--- src/rtl/bcd_serial_adder.sv ---
// Digit-serial packed-BCD adder/subtractor. One decimal digit per clock,
// least significant first, through a single shared correction stage.
// Subtraction adds the nine's complement of b with an initial carry of 1.
//
// Handshake: start is sampled only in IDLE. busy is high whenever the
// machine is not in IDLE. done pulses for one cycle with sum/cout/err valid.
// sum/cout/err hold until the next accepted start.
module bcd_serial_adder #(
  parameter int DIGITS = 4
) (
  input  logic                clk,
  input  logic                rst_n,
  input  logic                start,
  input  logic                mode,
  input  logic [4*DIGITS-1:0] a,
  input  logic [4*DIGITS-1:0] b,
  output logic                busy,
  output logic                done,
  output logic [4*DIGITS-1:0] sum,
  output logic                cout,
  output logic                err,
  output logic [1:0]          dbg_state_o
);

  localparam int W  = 4 * DIGITS;
  localparam int CW = (DIGITS > 1) ? $clog2(DIGITS) : 1;

  typedef enum logic [1:0] {
    IDLE = 2'd0,
    RUN  = 2'd1,
    DONE = 2'd2
  } state_e;

  state_e          state_q, state_d;
  logic [W-1:0]    a_q, a_d;
  logic [W-1:0]    b_q, b_d;
  logic            mode_q, mode_d;
  logic [W-1:0]    sum_q, sum_d;
  logic            cout_q, cout_d;
  logic            err_q, err_d;
  logic            carry_q, carry_d;
  logic [CW-1:0]   cnt_q, cnt_d;

  logic            operands_ok;
  logic [3:0]      a_dig, b_dig, b_eff, dig;
  logic [4:0]      t, t_minus;
  logic            c_nxt;
  int              idx;

  // Operand check on the inputs being accepted: every nibble must be 0..9.
  always_comb begin
    operands_ok = 1'b1;
    for (int i = 0; i < DIGITS; i++) begin
      if (a[4*i +: 4] > 4'd9 || b[4*i +: 4] > 4'd9) operands_ok = 1'b0;
    end
  end

  // Shared digit stage: selects digit cnt_q, adds with carry, corrects mod 10.
  always_comb begin
    idx     = int'(cnt_q) * 4;
    a_dig   = a_q[idx +: 4];
    b_dig   = b_q[idx +: 4];
    b_eff   = mode_q ? (4'd9 - b_dig) : b_dig;
    t       = {1'b0, a_dig} + {1'b0, b_eff} + {4'b0000, carry_q};
    t_minus = t - 5'd10;
    if (t >= 5'd10) begin
      dig   = t_minus[3:0];
      c_nxt = 1'b1;
    end else begin
      dig   = t[3:0];
      c_nxt = 1'b0;
    end
  end

  // Next-state and datapath update.
  always_comb begin
    state_d = state_q;
    a_d     = a_q;
    b_d     = b_q;
    mode_d  = mode_q;
    sum_d   = sum_q;
    cout_d  = cout_q;
    err_d   = err_q;
    carry_d = carry_q;
    cnt_d   = cnt_q;
    case (state_q)
      IDLE: begin
        if (start) begin
          a_d     = a;
          b_d     = b;
          mode_d  = mode;
          sum_d   = '0;
          cout_d  = 1'b0;
          err_d   = 1'b0;
          cnt_d   = '0;
          carry_d = mode;
          if (operands_ok) begin
            state_d = RUN;
          end else begin
            state_d = DONE;
            err_d   = 1'b1;
          end
        end
      end
      RUN: begin
        sum_d[idx +: 4] = dig;
        carry_d         = c_nxt;
        cnt_d           = cnt_q + CW'(1);
        if (cnt_q == CW'(DIGITS - 1)) begin
          state_d = DONE;
          cnt_d   = '0;
          // A final carry of 1 in subtract mode means no borrow occurred.
          cout_d  = mode_q ? ~c_nxt : c_nxt;
        end
      end
      DONE: state_d = IDLE;
      default: state_d = IDLE;
    endcase
  end

  // State and datapath registers; reset discards any partial result.
  always_ff @(posedge clk or negedge rst_n) begin
    if (!rst_n) begin
      state_q <= IDLE;
      a_q     <= '0;
      b_q     <= '0;
      mode_q  <= 1'b0;
      sum_q   <= '0;
      cout_q  <= 1'b0;
      err_q   <= 1'b0;
      carry_q <= 1'b0;
      cnt_q   <= '0;
    end else begin
      state_q <= state_d;
      a_q     <= a_d;
      b_q     <= b_d;
      mode_q  <= mode_d;
      sum_q   <= sum_d;
      cout_q  <= cout_d;
      err_q   <= err_d;
      carry_q <= carry_d;
      cnt_q   <= cnt_d;
    end
  end

  assign busy        = (state_q != IDLE);
  assign done        = (state_q == DONE);
  assign sum         = sum_q;
  assign cout        = cout_q;
  assign err         = err_q;
  assign dbg_state_o = state_q;

endmodule

--- config.mk ---
export PLATFORM = sky130hd
export DESIGN_NAME = bcd_serial_adder
export DESIGN_NICKNAME = d
export VERILOG_FILES = /design/src/rtl/bcd_serial_adder.sv
export SDC_FILE = /design/constraint.sdc
export NUM_CORES = 1
export LEC_CHECK = 0
export BUFFER_PORTS_ARGS = -buffer_cell sky130_fd_sc_hd__buf_2
export CAP_MARGIN = 30
export CORE_MARGIN = 4
export CORE_UTILIZATION = 54
export DETAILED_ROUTE_END_ITERATION = 7
export MAX_ROUTING_LAYER = met4
export PLACE_DENSITY = 0.86
export SYNTH_ARGS = -nofsm -noshare
export SYNTH_HDL_FRONTEND = slang
export SYNTH_SLANG_ARGS = --single-unit
export TNS_END_PERCENT = 20
--- constraint.sdc ---
create_clock -name clk -period 4.1 [get_ports clk]
set_input_delay 1.23 -clock clk [delete_from_list [all_inputs] [get_ports clk]]
set_output_delay 1.23 -clock clk [all_outputs]
set_load 0.1 [all_outputs]
; After elaboration in Yosys (flattened, before gate mapping)
; Cells that the tools add are included.
[word_totals]
register_bits = 56
input_bits = 36
out_inout_bits = 22
word_cells = 69
[classes]
n_addsub = 6
order_cmp = 9
n_eq_ne = 5
shift = 4
mux = 24
bitwise_logic = 1
reduce_logical = 11
[ops]
columns = operator, n
row1 = $neg 4->33, 1
row2 = $shift 4x33->16 const A, 1
row3 = $shiftx 4x33->16, 1
row4 = $gt 4x4->1 const B, 8
row5 = $pmux 16 s2, 1
row6 = $shiftx 16x5->4, 2
row7 = $bwmux 16, 1
row8 = $mux 16, 1
row9 = $mux 1, 10
row10 = $mux 2, 5
row11 = $mux 4, 2
row12 = $pmux 2 s2, 2
row13 = $reduce_and 2->1, 3
row14 = $add 4x4->5, 1
row15 = $add 5x1->5, 1
row16 = $ge 5x4->1 const B, 1
row17 = $eq 2x2->1 const B, 2
row18 = $logic_or 1x1->1, 4
row19 = $ne 2x2->1 const B, 2
row20 = $pmux 1 s2, 2
row21 = $reduce_bool 2->1, 2
row22 = $sub 4x4->4 const A, 1
row23 = $sub 4x4->4 const B, 1
row24 = $reduce_and 3->1, 1
row25 = 4 further kinds, 4

; Logic depth before layout (Yosys ltp)
; Gate-level depths: netlist of run 1.
[logic_depth]
ltp_word = 11
depth_mapped = 15
ltp_nobuf = 14

; Least setup slack after synthesis of run 1
; Ideal clock, no wire load.
[synth_path]
path_type = register to output
from = register state_q[1] (netlist: dbg_state_o[1])
to = output port done
t_arrival_ns = 2.396
required_time_ns = 2.870
setup_slack_ns = 0.474
path_stages_with_launch = 2
path_buffers = 0
cell_sequence = dfrtp_1 nor2b_1
[synth_via]
elab_chain_cells = 1
[synth_rtl]
columns = element, line
row1 = from (decl), 34  ; state_e state_q, state_d;
row2 = from (signal assigned), 134  ; state_q <= state_d;
row3 = $eq 2x2->1, 147  ; assign done = (state_q == DONE);
row4 = to (decl), 18  ; output logic done,
; Every way passes these cells.

; Worst setup path after layout of run 1
[layout_path]
from = register cnt_q[0]
to = register sum_q[6] (netlist: sum[6])
[layout_via]
elab_chain_cells = 10
elab_cells_between_ends = 14
cone_classes = 5 x add/sub / 1 x order compare / 4 x shift / 4 x mux
[layout_rtl]
columns = element, line
row1 = from (decl), 42  ; logic [CW-1:0] cnt_q, cnt_d;
row2 = from (signal assigned), 142  ; cnt_q <= cnt_d;
row3 = $shiftx 16x5->4, 62  ; b_dig = b_q[idx +: 4];
row4 = $sub 4x4->4, 63  ; b_eff = mode_q ? (4'd9 - b_dig) : b_dig;
row5 = $mux 4, 63
row6 = $add 4x4->5, 64  ; t = {1'b0, a_dig} + {1'b0, b_eff} + {4'b0000, carry_q};
row7 = $add 5x1->5, 64
row8 = $sub 4x4->4 or $ge 5x4->1 (tied branches), "65, 66"
row9 = $mux 4, 66  ; if (t >= 5'd10) begin
row10 = $shiftx 4x33->16, 106  ; sum_d[idx +: 4] = dig;
row11 = $bwmux 16 *, 106
row12 = $pmux 16 s2 *, 86  ; case (state_q)
row13 = to (signal assigned), 138  ; sum_q <= sum_d;
row14 = to (decl), 38  ; logic [W-1:0] sum_q, sum_d;
; Every way passes the cells marked *; elsewhere a longest branch is shown, timed or not.
; A chain may end at the register's enable or synchronous reset.

==> results.sh, run 1 <==
export IMPL_drc=0
export IMPL_drt_pass1_iter_count=4
export IMPL_numCtsBuffers=5
export IMPL_slowest_delay_ns=0.57
export IMPL_relSlewSlack_pct=46.7
export IMPL_ys_ff_latch=56
export IMPL_cellPowerDensity_nw_per_um2=521
export IMPL_p_total_mw=1.70
export IMPL_cts_htree_levels=2
export IMPL_layout_min_cycle_time_ns=3.64
export IMPL_power_frac_seq_pct=38.9
export IMPL_cts_tree="done"
export IMPL_antenna_left=0
export IMPL_cp_cell_sequence="mux4_2, xnor2_1, fa_1, inv_1, fa_1, xor2_1, inv_1, ha_1, inv_1, a21oi_1, a311oi_1, o311a_2, a22o_1"
export IMPL_initial_core_util_pct=57.4
export IMPL_rsz0062_at_grt="no"
export IMPL_crit_path_start_kind="register"
export IMPL_clk_path_buf_depth=2
export IMPL_yosysUniqueCellTypes=40
export IMPL_clock_fmax_ghz=0.275
export IMPL_die_h_um=80.0
export IMPL_netlist_area_um2=2800
export IMPL_num_io_pins=58
export IMPL_grt_pass1_vias=1982
export IMPL_dieArea_um2=6400
export IMPL_area_growth_syn_to_layout_pct=16.4
export IMPL_pwr_share_clk_pct=20.1
export IMPL_avgViaCountPerCell=5.58
export IMPL_clk_pin_slew_ns=0.09
export IMPL_io_buffers=57
export IMPL_cts_sinks=56
export IMPL_hp_class="register to register"
export IMPL_switching_share_pct=36.3
export IMPL_grt_antenna_before_repair=0
export IMPL_finalSetupViolCount=0
export IMPL_final_cells=360
export IMPL_final_nets=343
export IMPL_tightest_slew_ns=0.799
export IMPL_yosys_warnings=0
export IMPL_peakVddDrop_mv=0.294
export IMPL_die_w_um=80.0
export IMPL_synth_top_area_share_pct=50.0
export IMPL_hold_buffers=0
export IMPL_grt_ovfl_total=0
export IMPL_cp_num_cells=13
export IMPL_drive_gt1_share_pct=39.2
export IMPL_crit_family="adder cells"
export IMPL_clock_latency_ns=0.31
export IMPL_drtIter0Drc=145
export IMPL_finalHoldViolCount=0
export IMPL_place_hpwl_mm=4.30
export IMPL_antenna_cells=0
export IMPL_path_buf_inv=3
export IMPL_vias=2009
export IMPL_p_leak_nw=1.56
export IMPL_fillers=380
export IMPL_drv_slew=0
export IMPL_core_area_um2=4880
export IMPL_worst_setup_path_end_kind="register"
export IMPL_skew_ns=0.00433
export IMPL_grt_util_all_layers_pct=19.6
export IMPL_crit_type="register to register"
export IMPL_dpl_cell_count=354
export IMPL_synth_top_cells_by_area="dfrtp_1 (50%), mux2_2 (13%), mux4_2 (6.4%)"
export IMPL_final_area_um2=3260
export IMPL_combinationalPowerShare_pct=40.9
export IMPL_ys_seq_area_share_pct=50.0
export IMPL_hold_path_depth=2
export IMPL_postSynthCellCount=235
export IMPL_maxCapViolCount=0
export IMPL_place_area_um2=3160
export IMPL_path_max_fanout=11
export IMPL_yosys_area_top_type="dfrtp_1"
export IMPL_layout_commonest_cell="buf_2"
export IMPL_post_drt_wl_per_cell_um=15.5
export IMPL_root_buffer="clkbuf_8"
export IMPL_avgSynthCellArea_um2=11.9
export IMPL_cpMaxStageDelayCell="dfrtp_2"
export IMPL_grt_pass1_wl_mm=9.41
export IMPL_gp_congestion=0.902
export IMPL_status="finished, final reports clean"
export IMPL_drt_wl_total_mm=5.59
export IMPL_fin_setup_tns_ns=0
export IMPL_p_int_mw=1.08
export IMPL_p_switching_uw=618
export IMPL_mostFrequentLayoutCells="buf_2 (57), dfrtp_1 (55), mux2_2 (33)"
export IMPL_cp_required_ns=4.35
export IMPL_path_common_cell="inv_1"
export IMPL_reg2reg_depth=13
export IMPL_grt_max_degree=44
export IMPL_post_route_period_util_pct=88.7
export IMPL_syn_nets=284
export IMPL_arrival_ns=3.89
export IMPL_fp_row_count=25
-- stage by stage --
stage	setup WS, ns	util, %	hold slack (ns)
after CTS	0.260	66.8	0.487
after detailed placement	0.264	64.8	0.467
after floorplan	0.474	-	0.473
after global routing	0.181	66.8	0.518
final	0.464	66.8	0.477
after global placement	0.464	64.8	0.456
-- layer usage --
| layer | routed length, µm | vias up | track usage, % | share of wire (%) |
|---|---|---|---|---|
| li1 | - | 954 | - | - |
| met1 | 2410 | 983 | 24.3 | 43 |
| met2 | 2770 | 62 | 32.2 | 49 |
| met3 | 335 | 10 | 4.06 | 6.0 |
| met4 | 78 | 0 | 6.76 | 1.4 |
| met5 | 0 | - | - | 0 |
-- flip-flops by register name (all words and copies together) (netlist names) --
register,cells
mode_q,1
cout,1
cnt_q,2
sum,16
b_q,16
a_q,16
err,1
carry_q,1
dbg_state_o,2
-- worst paths after layout --
check / from / to / slack, ns
max: cnt_q[0]$_DFFE_PN0P_ / sum[6]$_DFFE_PN0P_ / 0.46
min: sum[7]$_DFFE_PN0P_ / sum[7]$_DFFE_PN0P_ / 0.48
max reg2reg: cnt_q[0]$_DFFE_PN0P_ / sum[6]$_DFFE_PN0P_ / 0.46
min reg2reg: sum[7]$_DFFE_PN0P_ / sum[7]$_DFFE_PN0P_ / 0.48
max in group asynchronous: rst_n / cnt_q[0]$_DFFE_PN0P_ / 2.33
min in group asynchronous: rst_n / err$_DFFE_PN0P_ / 1.00
-- worst min-delay path, delay by kind of cell (launching register included) --
family	cells	cell delay, ns
flops	1	0.35
compound gates	1	0.06
simple gates	1	0.04
-- repair_timing --
action | 4_1_cts | 5_1_grt
setup endpoints to repair | 0 | 4
setup buffers | 0 | 0
gates resized for setup | 0 | 1
-- layout make-up --
| cell class | instances | area, µm² | share of cell area (%) |
|---|---|---|---|
| Clock inverter | 1 | 30.0 | 0.921 |
| Inverter | 16 | 60.1 | 1.84 |
| Multi-Input combinational cell | 155 | 1310 | 40.1 |
| Tap cell | 67 | 83.8 | 2.57 |
| Timing Repair Buffer | 60 | 308 | 9.44 |
| Sequential cell | 56 | 1400 | 43.0 |
| Clock buffer | 5 | 68.8 | 2.11 |
-- synthesized netlist by cell type --
library cell  number
and3b_1            1
or3_4              1
buf_2              5
xor2_1             2
a22oi_1            1
nand2b_1           1
a31o_2             1
nand4b_1           1
a31oi_1            1
a21oi_1            9
o31ai_1            2
a311oi_1           2
o21a_1             1
inv_1             16
xnor2_1            2
clkbuf_1           3
or2_2              1
fa_1               2
a22o_2             1
nor2_2             1
nand4_1            4
a21o_1             1
nand3_1            2
or3_1              1
mux4_2             8
a21o_2             1
nand2_1           23
o311a_2            1
o22ai_1            1
ha_1              11
and2_1             1
a211o_1            1
nor2_1             6
mux2i_1            1
o21ai_0           24
dfrtp_1           56
nor2b_1            2
a22o_1             3
o21ai_1            1
mux2_2            33
-- logic make-up (layout without fill, tap and decap cells) --
| logic type | count (synthesis) | in the layout | share of synthesized area (%) |
|---|---|---|---|
| XOR/XNOR | 4 | 4 | 1.25 |
| buffers and inverters | 24 | 82 | 3.44 |
| AO/OA/AOI/OAI | 51 | 51 | 11.1 |
| AND/OR/NAND/NOR | 45 | 45 | 7.73 |
| adder cells (fa/ha/maj) | 13 | 13 | 6.34 |
| multiplexers | 42 | 42 | 20.1 |
| flip-flops | 56 | 56 | 50.0 |
-- power groups by stage --
stage	Combinational, mW	Sequential (mW)	Clock (mW)
2_1_floorplan	0.508	0.690	0
3_3_place_gp	0.665	0.669	0
3_5_place_dp	0.689	0.673	0
4_1_cts	0.691	0.662	0.351
5_1_grt	0.773	0.671	0.382
6_report	0.696	0.662	0.342
Note: power is estimated with default switching activity, not from simulation.
==> inputs of run 2 (changes only) <==
- REMOVE_ABC_BUFFERS: not set -> 1
==> results.sh, run 2 (synthesis gave the netlist of run 1 again) <==
export IMPL_cts_htree_levels=2
export IMPL_antenna_cells=0
export IMPL_post_drt_wl_per_cell_um=16.1
export IMPL_clock_latency_ns=0.32
export IMPL_final_area_um2=3260
export IMPL_switching_share_pct=38.8
export IMPL_p_total_mw=1.69
export IMPL_clk_path_buf_depth=2
export IMPL_arrival_ns=3.93
export IMPL_cts_tree="done"
export IMPL_cts_sinks=56
export IMPL_layout_commonest_cell="buf_2"
export IMPL_root_buffer="clkbuf_8"
export IMPL_drtIter0Drc=178
export IMPL_drt_pass1_iter_count=4
export IMPL_hp_class="register to register"
export IMPL_hold_buffers=0
export IMPL_grt_pass1_vias=2106
export IMPL_dieArea_um2=6400
export IMPL_drv_slew=0
export IMPL_post_route_period_util_pct=89.3
export IMPL_layout_min_cycle_time_ns=3.66
export IMPL_worst_setup_path_end_kind="register"
export IMPL_pwr_share_clk_pct=18.8
export IMPL_cp_required_ns=4.36
export IMPL_power_frac_seq_pct=39.0
export IMPL_clock_fmax_ghz=0.273
export IMPL_peakVddDrop_mv=0.313
export IMPL_p_leak_nw=1.56
export IMPL_mostFrequentLayoutCells="buf_2 (57), dfrtp_1 (55), mux2_2 (33)"
export IMPL_worst_r2r_setup_slack_ns=0.44
export IMPL_grt_ovfl_total=0
export IMPL_setup_slack_ns=0.438
export IMPL_dp_slack_ns=0.286
export IMPL_grt_pass1_wl_mm=9.83
export IMPL_p_int_mw=1.04
export IMPL_combinationalPowerShare_pct=42.1
export IMPL_grt_antenna_before_repair=0
export IMPL_rsz0062_at_grt="no"
export IMPL_cellPowerDensity_nw_per_um2=519
export IMPL_grt_util_all_layers_pct=20.0
export IMPL_core_area_um2=4880
export IMPL_final_cells=362
export IMPL_drive_gt1_share_pct=39.7
export IMPL_num_io_pins=58
export IMPL_relSlewSlack_pct=58.3
export IMPL_clk_pin_slew_ns=0.11
export IMPL_place_hpwl_mm=4.31
export IMPL_finalHoldViolCount=0
export IMPL_die_w_um=80.0
export IMPL_drc=0
export IMPL_p_switching_uw=656
export IMPL_final_nets=343
export IMPL_fin_hold_ws_ns=0.484
export IMPL_grt_max_degree=44
export IMPL_path_max_fanout=9
export IMPL_dpl_cell_count=354
export IMPL_avgViaCountPerCell=5.68
export IMPL_skew_ns=0.00997
export IMPL_status="finished, final reports clean"
export IMPL_place_area_um2=3160
export IMPL_initial_core_util_pct=57.4
export IMPL_gp_congestion=0.768
export IMPL_tightest_slew_ns=0.626
export IMPL_finish_utilization_pct=66.7
export IMPL_finalSetupViolCount=0
export IMPL_die_h_um=80.0
export IMPL_numCtsBuffers=5
export IMPL_fin_setup_tns_ns=0
export IMPL_crit_path_start_kind="register"
export IMPL_io_buffers=57
export IMPL_maxCapViolCount=0
export IMPL_area_growth_syn_to_layout_pct=16.3
export IMPL_antenna_left=0
export IMPL_crit_type="register to register"
export IMPL_drt_wl_total_mm=5.82
export IMPL_fp_row_count=25
export IMPL_vias=2055
[run 2: path summary, 6_finish.rpt]
path / start / cells past startpoint / end
setup / recovery: cnt_q[0]$_DFFE_PN0P_ / 14 / sum[2]$_DFFE_PN0P_
hold / removal: sum[15]$_DFFE_PN0P_ / 2 / sum[15]$_DFFE_PN0P_
setup reg to reg: cnt_q[0]$_DFFE_PN0P_ / 14 / sum[2]$_DFFE_PN0P_
hold reg to reg: sum[15]$_DFFE_PN0P_ / 2 / sum[15]$_DFFE_PN0P_
max in group asynchronous: rst_n / 2 / cnt_q[0]$_DFFE_PN0P_
min in group asynchronous: rst_n / 1 / b_q[11]$_DFFE_PN0P_
[run 2: layout make-up]
type	count	area, µm²
Clock buffer	5	68.8
Clock inverter	3	26.3
Fill cell	375	1620
Inverter	16	60.1
Multi-Input combinational cell	155	1310
Sequential cell	56	1400
Tap cell	67	83.8
Timing Repair Buffer	60	308
[run 2: what timing repair did]
item | in CTS | in global routing
setup buffers | 0 | 0
resized for setup | 0 | 1
setup endpoints to repair | 0 | 4
[run 2: layer usage]
layer | GRT usage, % | vias to the layer above | wire [µm]
met5 | - | - | 0
met2 | 32.9 | 67 | 2930
met1 | 25.2 | 1021 | 2490
li1 | - | 959 | -
met3 | 4.40 | 8 | 333
met4 | 5.24 | 0 | 65
[run 2: power groups by stage]
stage / clock network [mW] / logic, mW / registers (mW)
after floorplan: 0 / 0.501 / 0.693
after global placement: 0 / 0.667 / 0.667
after detailed placement: 0 / 0.699 / 0.671
after CTS: 0.324 / 0.706 / 0.660
after global routing: 0.353 / 0.781 / 0.669
final: 0.319 / 0.712 / 0.660
[run 2: critical path: stages, from the launching register on]
cell and delay (ns):
dfrtp_2 0.55, mux4_2 0.61, inv_1 0.09, ha_1 0.22, nand2_1 0.07, o21ai_0 0.12, ha_1 0.37, xor2_1 0.33
inv_1 0.13, ha_1 0.31, inv_1 0.10, a21oi_1 0.06, a311oi_1 0.24, o311a_2 0.27, a22o_1 0.15
==> inputs of run 3 (changes only) <==
- CORE_MARGIN: 4 -> not set
==> results.sh, run 3 (synthesis gave the netlist of run 1 again) <==
export IMPL_status="finished, final reports clean"
export IMPL_hold_path_end="sum[11]$_DFFE_PN0P_"
export IMPL_root_buffer="clkbuf_8"
export IMPL_area_growth_syn_to_layout_pct=16.4
export IMPL_peakVddDrop_mv=0.276
export IMPL_grt_max_degree=36
export IMPL_fin_setup_tns_ns=0
export IMPL_tightest_slew_ns=0.762
export IMPL_num_io_pins=58
export IMPL_numCtsBuffers=5
export IMPL_dieArea_um2=5480
export IMPL_cp_required_ns=4.36
export IMPL_arrival_ns=3.88
export IMPL_post_route_period_util_pct=88.4
export IMPL_crit_start="cnt_q[0]$_DFFE_PN0P_"
export IMPL_crit_type="register to register"
export IMPL_gp_congestion=0.884
export IMPL_hp_class="register to register"
export IMPL_cts_sinks=56
export IMPL_grt_antenna_before_repair=0
export IMPL_worst_setup_path_end_kind="register"
export IMPL_avgViaCountPerCell=5.53
export IMPL_rsz0062_at_grt="no"
export IMPL_vias=2007
export IMPL_fillers=351
export IMPL_worst_r2r_setup_slack_ns=0.48
export IMPL_finalSetupViolCount=0
export IMPL_dpl_cell_count=355
export IMPL_r2r_end="sum[6]$_DFFE_PN0P_"
export IMPL_cts_htree_levels=2
export IMPL_hold_buffers=0
export IMPL_final_nets=344
export IMPL_crit_path_start_kind="register"
export IMPL_antenna_cells=0
export IMPL_antenna_left=0
export IMPL_drt_wl_total_mm=5.63
export IMPL_grt_pass1_vias=2028
export IMPL_mostFrequentLayoutCells="buf_2 (57), dfrtp_1 (56), mux2_2 (33)"
export IMPL_relSlewSlack_pct=49.2
export IMPL_p_leak_nw=1.57
export IMPL_hold_path_depth=2
export IMPL_grt_util_all_layers_pct=24.0
export IMPL_path_max_fanout=7
export IMPL_clk_pin_slew_ns=0.10
export IMPL_cts_tree="done"
export IMPL_finish_utilization_pct=67.3
export IMPL_cts_setup_buffers=0
export IMPL_post_drt_wl_per_cell_um=15.5
export IMPL_drv_slew=0
export IMPL_cts_resized=0
export IMPL_finalHoldViolCount=0
export IMPL_final_seq_area_um2=1400
export IMPL_place_hpwl_mm=4.31
export IMPL_dp_slack_ns=0.529
export IMPL_core_area_um2=4850
export IMPL_multi_input_area_um2=1310
export IMPL_r2r_start="cnt_q[0]$_DFFE_PN0P_"
export IMPL_reg2reg_depth=13
export IMPL_drive_gt1_share_pct=39.5
export IMPL_cellPowerDensity_nw_per_um2=514
export IMPL_grt_pass1_wl_mm=9.42
export IMPL_worstHoldStart="sum[11]$_DFFE_PN0P_"
export IMPL_initial_core_util_pct=57.8
export IMPL_clock_latency_ns=0.31
export IMPL_grt_ovfl_total=0
export IMPL_final_area_um2=3260
export IMPL_die_w_um=74.0
export IMPL_skew_ns=0.00799
export IMPL_io_buffers=57
export IMPL_clk_path_buf_depth=2
export IMPL_drc=0
export IMPL_place_area_um2=3170
export IMPL_drt_pass1_iter_count=4
export IMPL_final_cells=363
export IMPL_fp_row_count=25
export IMPL_clock_fmax_ghz=0.276
export IMPL_layout_min_cycle_time_ns=3.62
export IMPL_setup_slack_ns=0.478
export IMPL_maxCapViolCount=0
export IMPL_layout_commonest_cell="buf_2"
export IMPL_drtIter0Drc=89
export IMPL_die_h_um=74.0
run 3: changes by cell type in the layout (fill, tap and decap cells not counted):
cell and delta:
dfrtp_2 -1, inv_6 -2, clkinv_2 +2, buf_4 +1
dfrtp_1 +1, clkbuf_8 +1, clkinv_4 -1
run 3: worst max path at each step:
stage	end	slack (ns)
after floorplan	done	0.47
after global placement	sum[10]$_DFFE_PN0P_	0.66
after detailed placement	sum[2]$_DFFE_PN0P_	0.53
after CTS	sum[6]$_DFFE_PN0P_	0.48
after global routing	sum[10]$_DFFE_PN0P_	0.17
final	sum[6]$_DFFE_PN0P_	0.48
run 3: worst max-delay path, cell delays in order, from the launching register on:
cell      delay (ns)
dfrtp_1         0.56
mux4_2          0.56
xnor2_1         0.20
fa_1            0.22
inv_1           0.06
fa_1            0.41
xor2_1          0.33
inv_1           0.11
ha_1            0.31
inv_1           0.09
a21oi_1         0.05
a311oi_1        0.27
o311a_2         0.28
a22o_1          0.14
run 3: layout make-up:
type	count	area share [%]
clock inverter	2	0.307
inverter	16	1.84
tap	67	2.57
sequential	56	43.0
timing repair buffer	61	9.67
clock buffer	6	2.53
multi-input combinational	155	40.1
run 3: power breakdown:
| group | switching [mW] | internal, mW |
|---|---|---|
| Combinational | 0.415 | 0.292 |
| Sequential | 0.0420 | 0.618 |
| Clock | 0.174 | 0.135 |
run 3: per-layer routing:
| metal | track usage, % | routed length [µm] | vias up |
|---|---|---|---|
| met5 | - | 0 | - |
| met3 | 4.74 | 212 | 7 |
| met4 | 7.05 | 57 | 0 |
| li1 | - | - | 956 |
| met1 | 29.5 | 2430 | 994 |
| met2 | 40.2 | 2930 | 50 |
run 3: stage by stage:
step | power (mW) | hold slack, ns
CTS | 1.68 | 0.487
global route | 1.79 | 0.502
detailed placement | 1.37 | 0.465
global placement | 1.33 | 0.457
floorplan | 1.19 | 0.473
finish | 1.68 | 0.481
